==> src/rtl/operand_fetch_pkg.sv <==
// Shared definitions for the operand fetch stage.
// Build option: OPERAND_FETCH_ZERO_REG_EN hardwires register index 0 to zero.
package operand_fetch_pkg;

    localparam int unsigned DATA_W_DEF = 32;
    localparam int unsigned IDX_W_DEF  = 5;
    localparam int unsigned TAG_W_DEF  = 32;
    localparam int unsigned ZERO_IDX   = 0;

`ifdef OPERAND_FETCH_ZERO_REG_EN
    localparam bit ZERO_REG_EN = 1'b1;
`else
    localparam bit ZERO_REG_EN = 1'b0;
`endif

    // A valid/ready transfer happens when both sides agree in the same cycle.
    function automatic logic hs_fire(input logic valid, input logic ready);
        return valid && ready;
    endfunction

endpackage

==> src/rtl/operand_fetch_fwd_slot.sv <==
// Per-operand forwarding slot: captures a regfile write aimed at the tracked
// index and selects between the captured value and the regfile read data.
// Build option: OPERAND_FETCH_ZERO_REG_EN (via package) gates index 0 to zero.
module operand_fwd_slot
    import operand_fetch_pkg::*;
#(
    parameter int unsigned DATA_W = DATA_W_DEF,
    parameter int unsigned IDX_W  = IDX_W_DEF
) (
    input  logic              clk,
    input  logic              rst_n,
    input  logic              clear,
    input  logic [IDX_W-1:0]  cap_idx,
    input  logic [IDX_W-1:0]  held_idx,
    input  logic              wb_we,
    input  logic [IDX_W-1:0]  wb_windex,
    input  logic [DATA_W-1:0] wb_win,
    input  logic [DATA_W-1:0] rf_rout,
    output logic [DATA_W-1:0] val
);

    logic              fv_q, fv_d;
    logic [DATA_W-1:0] fd_q, fd_d;
    logic              hit;

    // Capture a write to the index being read this edge; the regfile's
    // read-before-write ordering would otherwise return the stale value.
    always_comb begin
        hit  = wb_we && (wb_windex == cap_idx);
        if (ZERO_REG_EN && (cap_idx == IDX_W'(ZERO_IDX))) begin
            hit = 1'b0;
        end
        fv_d = clear ? 1'b0 : hit;
        fd_d = clear ? fd_q : wb_win;
    end

    // Forward slot registers.
    always_ff @(posedge clk or negedge rst_n) begin
        if (!rst_n) begin
            fv_q <= 1'b0;
            fd_q <= '0;
        end else begin
            fv_q <= fv_d;
            fd_q <= fd_d;
        end
    end

    // Operand select: forwarded data wins over the regfile read.
    always_comb begin
        val = fv_q ? fd_q : rf_rout;
        if (ZERO_REG_EN && (held_idx == IDX_W'(ZERO_IDX))) begin
            val = '0;
        end
    end

endmodule

==> src/rtl/operand_fetch.sv <==
// Operand fetch stage between decode and execute: issues regfile reads for a
// (rs, rt, tag) request and presents both operands one cycle later, forwarding
// regfile writes that the registered read port would miss.
// Build option: OPERAND_FETCH_ZERO_REG_EN hardwires register index 0 to zero.
module operand_fetch
    import operand_fetch_pkg::*;
#(
    parameter int unsigned DATA_W = DATA_W_DEF,
    parameter int unsigned IDX_W  = IDX_W_DEF,
    parameter int unsigned TAG_W  = TAG_W_DEF
) (
    input  logic              clk,
    input  logic              rst_n,
    input  logic              in_valid,
    output logic              in_ready,
    input  logic [IDX_W-1:0]  in_rs,
    input  logic [IDX_W-1:0]  in_rt,
    input  logic [TAG_W-1:0]  in_tag,
    output logic [IDX_W-1:0]  rf_rindex0,
    output logic [IDX_W-1:0]  rf_rindex1,
    input  logic [DATA_W-1:0] rf_rout0,
    input  logic [DATA_W-1:0] rf_rout1,
    input  logic              wb_we,
    input  logic [IDX_W-1:0]  wb_windex,
    input  logic [DATA_W-1:0] wb_win,
    output logic              out_valid,
    input  logic              out_ready,
    output logic [DATA_W-1:0] out_rs_val,
    output logic [DATA_W-1:0] out_rt_val,
    output logic [TAG_W-1:0]  out_tag
);

    logic              v_q, v_d;
    logic [IDX_W-1:0]  h_rs_q, h_rs_d;
    logic [IDX_W-1:0]  h_rt_q, h_rt_d;
    logic [TAG_W-1:0]  h_tag_q, h_tag_d;
    logic              accept, out_fire, slot_clear;
    logic [IDX_W-1:0]  cap_rs, cap_rt;

    // Handshake and read-index steering; a stall re-reads the held indices.
    always_comb begin
        in_ready   = !v_q || out_ready;
        accept     = hs_fire(in_valid, in_ready);
        out_fire   = hs_fire(v_q, out_ready);
        slot_clear = !accept && out_fire;
        cap_rs     = accept ? in_rs : h_rs_q;
        cap_rt     = accept ? in_rt : h_rt_q;
        rf_rindex0 = in_ready ? in_rs : h_rs_q;
        rf_rindex1 = in_ready ? in_rt : h_rt_q;
    end

    // Holding register next state: accept beats drain, otherwise hold.
    always_comb begin
        v_d     = v_q;
        h_rs_d  = h_rs_q;
        h_rt_d  = h_rt_q;
        h_tag_d = h_tag_q;
        if (accept) begin
            v_d     = 1'b1;
            h_rs_d  = in_rs;
            h_rt_d  = in_rt;
            h_tag_d = in_tag;
        end else if (out_fire) begin
            v_d = 1'b0;
        end
    end

    // Holding register.
    always_ff @(posedge clk or negedge rst_n) begin
        if (!rst_n) begin
            v_q     <= 1'b0;
            h_rs_q  <= '0;
            h_rt_q  <= '0;
            h_tag_q <= '0;
        end else begin
            v_q     <= v_d;
            h_rs_q  <= h_rs_d;
            h_rt_q  <= h_rt_d;
            h_tag_q <= h_tag_d;
        end
    end

    assign out_valid = v_q;
    assign out_tag   = h_tag_q;

    operand_fwd_slot #(
        .DATA_W (DATA_W),
        .IDX_W  (IDX_W)
    ) u_slot_rs (
        .clk       (clk),
        .rst_n     (rst_n),
        .clear     (slot_clear),
        .cap_idx   (cap_rs),
        .held_idx  (h_rs_q),
        .wb_we     (wb_we),
        .wb_windex (wb_windex),
        .wb_win    (wb_win),
        .rf_rout   (rf_rout0),
        .val       (out_rs_val)
    );

    operand_fwd_slot #(
        .DATA_W (DATA_W),
        .IDX_W  (IDX_W)
    ) u_slot_rt (
        .clk       (clk),
        .rst_n     (rst_n),
        .clear     (slot_clear),
        .cap_idx   (cap_rt),
        .held_idx  (h_rt_q),
        .wb_we     (wb_we),
        .wb_windex (wb_windex),
        .wb_win    (wb_win),
        .rf_rout   (rf_rout1),
        .val       (out_rt_val)
    );

endmodule

==> config.mk <==
export PLATFORM = sky130hd
export DESIGN_NAME = operand_fetch
export DESIGN_NICKNAME = d
export VERILOG_FILES = /design/src/rtl/operand_fetch_pkg.sv /design/src/rtl/operand_fetch_fwd_slot.sv /design/src/rtl/operand_fetch.sv
export SDC_FILE = /design/constraint.sdc
export NUM_CORES = 1
export LEC_CHECK = 0
export CAP_MARGIN = 25
export CORE_MARGIN = 5
export CORE_UTILIZATION = 39
export DETAILED_ROUTE_END_ITERATION = 8
export MAX_ROUTING_LAYER = met4
export PLACE_DENSITY = 0.76
export SYNTH_ARGS = -nofsm -noshare
export SYNTH_HDL_FRONTEND = slang
export SYNTH_HIERARCHICAL = 1
export SYNTH_SLANG_ARGS = --single-unit
==> constraint.sdc <==
create_clock -name clk -period 1.6 [get_ports clk]
set_input_delay 0.4 -clock clk [delete_from_list [all_inputs] [get_ports clk]]
set_output_delay 0.4 -clock clk [all_outputs]
set_load 0.05 [all_outputs]
==> results.json, run 1 <==
{
  "start_util_pct": 40.1,
  "fillerInstances": 937,
  "grt_start_max_net_pins": 49,
  "skew_ps": 9.95,
  "via_per_inst": 4.88,
  "synth.avg_cell_area_sq_um": 16.7,
  "dieArea_sq_mm": 0.0176,
  "synth-seq-cells": 109,
  "grt_usage_pct": 20.1,
  "rr_startpoint": "out_valid",
  "endpoint_kind": "output port",
  "cts_buffer_depth": 2,
  "grt_pass1_wl_um": 26800,
  "hold_class": "primary input to async pin",
  "vias": 4007,
  "yosysSeqAreaShare_pct": 46.4,
  "syn_inst": 351,
  "power_density_mw_per_mm2": 894,
  "final_common_cell": "mux2_4",
  "dp_slack_ps": -559,
  "total_leakage_power_uw": 0.00464,
  "antenna_left": 0,
  "cts-root-buf": "clkbuf_16",
  "grt_pass1_vias": 4694,
  "numPortBuffers": 255,
  "worstPathArrival_ps": 1510,
  "routed_wl_um": 17600,
  "cts_buffers": 9,
  "period_share_pct": 119,
  "synth-warning-count": 6,
  "crit_type": "register to output port",
  "max_freq_mhz": 525,
  "yosys.area.top_type": "dfrtp_1",
  "final.min_clock_period_ps": 1910,
  "hold_ws_ps": 442,
  "violations": "setup timing",
  "synth_top_area_share_pct": 46.4,
  "nNetsFinal": 780,
  "hpwl_um": 12600,
  "clkTransAtPathRegs_ps": 80,
  "cts.sinks": 109,
  "io_pins": 256,
  "final_util_pct": 69.4,
  "dp_cells": 787,
  "critPathSlowestCell": "dfrtp_2",
  "status": "complete, but fails checks",
  "slew-limit-headroom_pct": 71.5,
  "crit_path_max_incr_delay_ps": 420,
  "num_rows": 44,
  "n_antenna_cell": 0,
  "drt_iter0_drc": 131,
  "place_congestion": 0.842,
  "critical_path_required_ps": 1200,
  "htreeDepth": 3,
  "layout-drive-gt1-share_pct": 58.6,
  "cpMostUsedCell": "buf_8",
  "max-vdd-ir-drop_mv": 0.855,
  "final_cell_mix": "162 x mux2_4, 144 x clkdlybuf4s50_1, 106 x dfrtp_1",
  "tritoncts": "done",
  "die_y_um": 133,
  "crit_path_start_kind": "register",
  "overflow": 0,
  "grt_antenna_before_repair": 0,
  "finalMaxSlewViolations": 0,
  "cap_violations": 0,
  "area_growth_pct": 73.0,
  "grt_setup_unrepaired": "true",
  "crit_chain": "nor2b_4, inv_4, buf_8, nand2_1, nand2_4, buf_8",
  "finalPower_uw": 9090,
  "setup_ws_ps": -306,
  "synth_nets": 499,
  "layout.cells.non_filler": 821,
  "dr.pass1.iters": 4,
  "core_sq_mm": 0.0146,
  "synth_area_sq_mm": 0.00588,
  "setup-violations-final": 102,
  "final_hold_viol_count": 0,
  "critPathLaunch": "out_valid",
  "synthDistinctLibCells": 17,
  "tightestPinTransition_ps": 428,
  "post_drt_wl_per_cell_um": 21.4,
  "ys_top_cells_by_area": "dfrtp_1 46%, mux2_4 40%, buf_12 4.1%",
  "worst_skew_pair.late_latency_ps": 350,
  "drc_errors": 0,
  "die_x_um": 133,
  "cp_max_fo": 6
}
[synth_stat cells]
cell type,instances
buf_12,12
mux2_2,12
nand2_4,1
inv_4,1
buf_8,4
dfrtp_1,109
buf_6,4
xnor2_1,8
nor2b_4,1
nand2_1,31
mux2_4,158
nand2b_1,1
clkbuf_1,2
nand4_1,2
nor2_1,1
xor2_1,2
nor4b_2,2
[logic make-up (layout without fill, tap and decap cells)]
| group | count (synthesis) | count (layout) | share of synthesized area (%) |
|---|---|---|---|
| muxes | 170 | 170 | 42.7 |
| xor gates and xnor gates | 10 | 10 | 1.49 |
| buffers and inverters | 23 | 308 | 6.11 |
| DFF | 109 | 109 | 46.4 |
| and+or+nand+nor | 39 | 40 | 3.30 |
[registers in the layout (all words and copies together) (netlist names)]
name	count
h_rt_q	5
out_valid	1
u_slot_rs/fd_q	32
h_rs_q	5
u_slot_rs/fv_q	1
u_slot_rt/fv_q	1
out_tag	32
u_slot_rt/fd_q	32
[timing repair]
item / 4_1_cts / 5_1_grt
gates cloned: 6 / 3
pin swaps: 10 / 4
buffers inserted: 7 / 2
hold buffers: 1 / 0
endpoints found under the hold margin: 9 / 0
gates resized for setup: 111 / 18
endpoints found under the setup margin: 162 / 112
[area by class of cell]
| class | count | area [sq um] | area share (%) |
|---|---|---|---|
| clock inverter | 5 | 35.0 | 0.345 |
| sequential | 109 | 2730 | 26.9 |
| tap | 184 | 230 | 2.26 |
| timing repair buffer | 291 | 3870 | 38.1 |
| clock buffer | 11 | 253 | 2.49 |
| inverter | 1 | 6.26 | 0.0615 |
| multi-input combinational | 220 | 3040 | 29.9 |
[per-stage QoR]
stage / area (sq um) / setup TNS (ps)
after CTS: 10000 / -21280
after floorplan: 5950 / -1750
after global routing: 10200 / -26280
after detailed placement: 9100 / -53120
final: 10200 / -20320
after global placement: 9100 / -51510
[metal layers]
metal  wire (um)  track usage, %
met1        6560            21.2
met2        9090            34.8
met3        1700            8.92
met4         235            4.97
met5           0               -
[worst max-delay path, delay by kind of cell, from the launching register on]
family | cells | cell delay, ps
buffers and inverters | 3 | 370
AND/OR/NAND/NOR | 3 | 360
flip-flops | 1 | 420
[path summary, 6_finish.rpt]
kind	endpoint	slack, ps	depth (start not counted)
worst max-delay path	rf_rindex0[2]	-310	6
worst min-delay path	out_tag[26]	440	2
worst max register to register	u_slot_rt/fv_q	-220	8
worst min register to register	u_slot_rs/fd_q[17]	520	1
max in group asynchronous	out_tag[13]	600	3
min in group clk	u_slot_rs/fd_q[17]	520	1
[power breakdown]
group          internal [uW]  leakage, uW  switching (uW)
Clock                   1140     0.000141            1010
Sequential              3050      0.00127             284
Combinational           1960      0.00322            1650
(Power assumes the default switching activity.)
==> run 2, diff against run 1 <==
--- a/config.mk
+++ b/config.mk
@@ -10,7 +10,7 @@
 export CORE_UTILIZATION = 39
 export DETAILED_ROUTE_END_ITERATION = 8
 export MAX_ROUTING_LAYER = met4
-export PLACE_DENSITY = 0.76
+export PLACE_DENSITY = 0.75
 export SYNTH_ARGS = -nofsm -noshare
 export SYNTH_HDL_FRONTEND = slang
 export SYNTH_HIERARCHICAL = 1
==> run 2 against run 1 <==
The flow still finishes with violations (setup timing). Via count is 2.8% lower. Cell area fell by 0.82%. Routed wire length is 7.2% lower. Critical path type unchanged. Critical endpoint is now out_rt_val[9].
==> results.json, run 2 (synthesis gave the netlist of run 1 again) <==
{
  "tightestPinTransition_ps": 590,
  "nNetsFinal": 775,
  "num_rows": 44,
  "hpwl_um": 11700,
  "r2r_slack_ps": -270,
  "layout-drive-gt1-share_pct": 59.3,
  "antenna_left": 0,
  "tritoncts": "done",
  "clkTransAtPathRegs_ps": 70,
  "max-vdd-ir-drop_mv": 0.586,
  "r2r_end": "u_slot_rs/fv_q",
  "setup_ws_ps": -278,
  "finalInstanceArea_sq_mm": 0.0101,
  "dp_cells": 788,
  "setup-violations-final": 81,
  "finalMaxSlewViolations": 0,
  "total_leakage_power_uw": 0.00463,
  "grt_usage_pct": 19.0,
  "critical_path_required_ps": 1200,
  "grt_pass1_wl_um": 25500,
  "start_util_pct": 40.1,
  "status": "complete, but fails checks",
  "n_antenna_cell": 0,
  "cts.sinks": 109,
  "vias": 3894,
  "worstPathArrival_ps": 1480,
  "grt_pass1_vias": 4581,
  "skew_ps": 6.21,
  "dr.pass1.iters": 4,
  "overflow": 0,
  "die_x_um": 133,
  "slew-limit-headroom_pct": 60.7,
  "cts_buffers": 9,
  "finalPower_uw": 9220,
  "drt_iter0_drc": 110,
  "power_density_mw_per_mm2": 915,
  "cp_max_fo": 21,
  "cts_buffer_depth": 2,
  "cts.hold.buffers_added": 0,
  "via_per_inst": 4.78,
  "dieArea_sq_mm": 0.0176,
  "dpl-instance-area_sq_mm": 0.00901,
  "place_congestion": 0.788,
  "crit_type": "register to output port",
  "endpoint_kind": "output port",
  "worst_skew_pair.late_latency_ps": 350,
  "worst-r2r-cell-count": 8,
  "violations": "setup timing",
  "grt_setup_unrepaired": "true",
  "final_common_cell": "mux2_4",
  "post_drt_wl_per_cell_um": 20.0,
  "htreeDepth": 3,
  "period_share_pct": 117,
  "grt_start_max_net_pins": 110,
  "final.min_clock_period_ps": 1880,
  "crit_path_start_kind": "register",
  "drc_errors": 0,
  "die_y_um": 133,
  "rr_startpoint": "out_valid",
  "numPortBuffers": 255,
  "grt_antenna_before_repair": 0,
  "hold_class": "primary input to async pin",
  "critPathLaunch": "u_slot_rt/fv_q",
  "cts-root-buf": "clkbuf_16",
  "layout.cells.non_filler": 815,
  "max_freq_mhz": 532,
  "cap_violations": 0,
  "dp_slack_ps": -610,
  "routed_wl_um": 16300,
  "core_sq_mm": 0.0146,
  "endpoint": "out_rt_val[9]",
  "final_cell_mix": "162 x mux2_4, 144 x clkdlybuf4s50_1, 106 x dfrtp_1",
  "final_hold_viol_count": 0,
  "io_pins": 256,
  "area_growth_pct": 71.6
}
[run 2: cell count changes in the layout (fill, tap and decap cells not counted), moves of 4 or more]
cell     previous run  this run
nand2_1             5         1
buf_6              43        52
nand2_4            16        29
nand2_2            10         1
buf_12             70        61
[run 2: report_power, final]
part | switching (uW) | internal (uW) | leakage (uW)
Combinational | 1630 | 1920 | 0.00321
Sequential | 279 | 3050 | 0.00127
Clock | 985 | 1360 | 0.000147
[run 2: metal layers]
| metal | track usage (%) | vias up | part of all wire [%] |
|---|---|---|---|
| li1 | - | 1782 | - |
| met5 | - | - | 0 |
| met4 | 5.48 | 0 | 1.5 |
| met3 | 6.83 | 20 | 8.6 |
| met1 | 20.9 | 1918 | 38 |
| met2 | 32.5 | 174 | 52 |
[run 2: metrics by stage]
stage	setup TNS [ps]	utilization [%]	hold WS, ps
6_report	-18940	68.8	95.6
5_1_grt	-23120	68.8	155
4_1_cts	-20070	68.1	144
3_5_place_dp	-53110	61.5	491
3_3_place_gp	-49200	61.5	486
2_1_floorplan	-1750	-	104
[run 2: layout make-up]
type                    count  area (sq um)
multi-input cells         220          3120
repair buffers            286          3680
clock buffers               9           225
well taps                 184           230
clock inverters             6          88.8
fillers                   966          4560
inverters                   1          6.26
flip-flops and latches    109          2730
[run 2: worst max-delay path: stages, from the launching register on]
cell,delay (ps)
dfrtp_2,410
buf_12,200
mux2_4,340
buf_6,160
[run 2: how the worst min path moves through the flow]
stage	start	to	slack, ps	depth (start not counted)
final	rst_n	out_tag[21]	100	2
after global routing	rst_n	out_tag[25]	150	2
after CTS	rst_n	out_tag[25]	140	2
after detailed placement	u_slot_rs/fd_q[31]	u_slot_rs/fd_q[31]	490	1
after global placement	u_slot_rs/fd_q[31]	u_slot_rs/fd_q[31]	490	1
after floorplan	rst_n	h_rs_q[0]	100	0
[run 2: timing repair]
action,in CTS,in global routing
endpoints found under the hold margin,0,0
gates cloned,5,1
pin swaps,16,15
endpoints found under the setup margin,163,124
gates resized for setup,130,23
buffers inserted,5,2
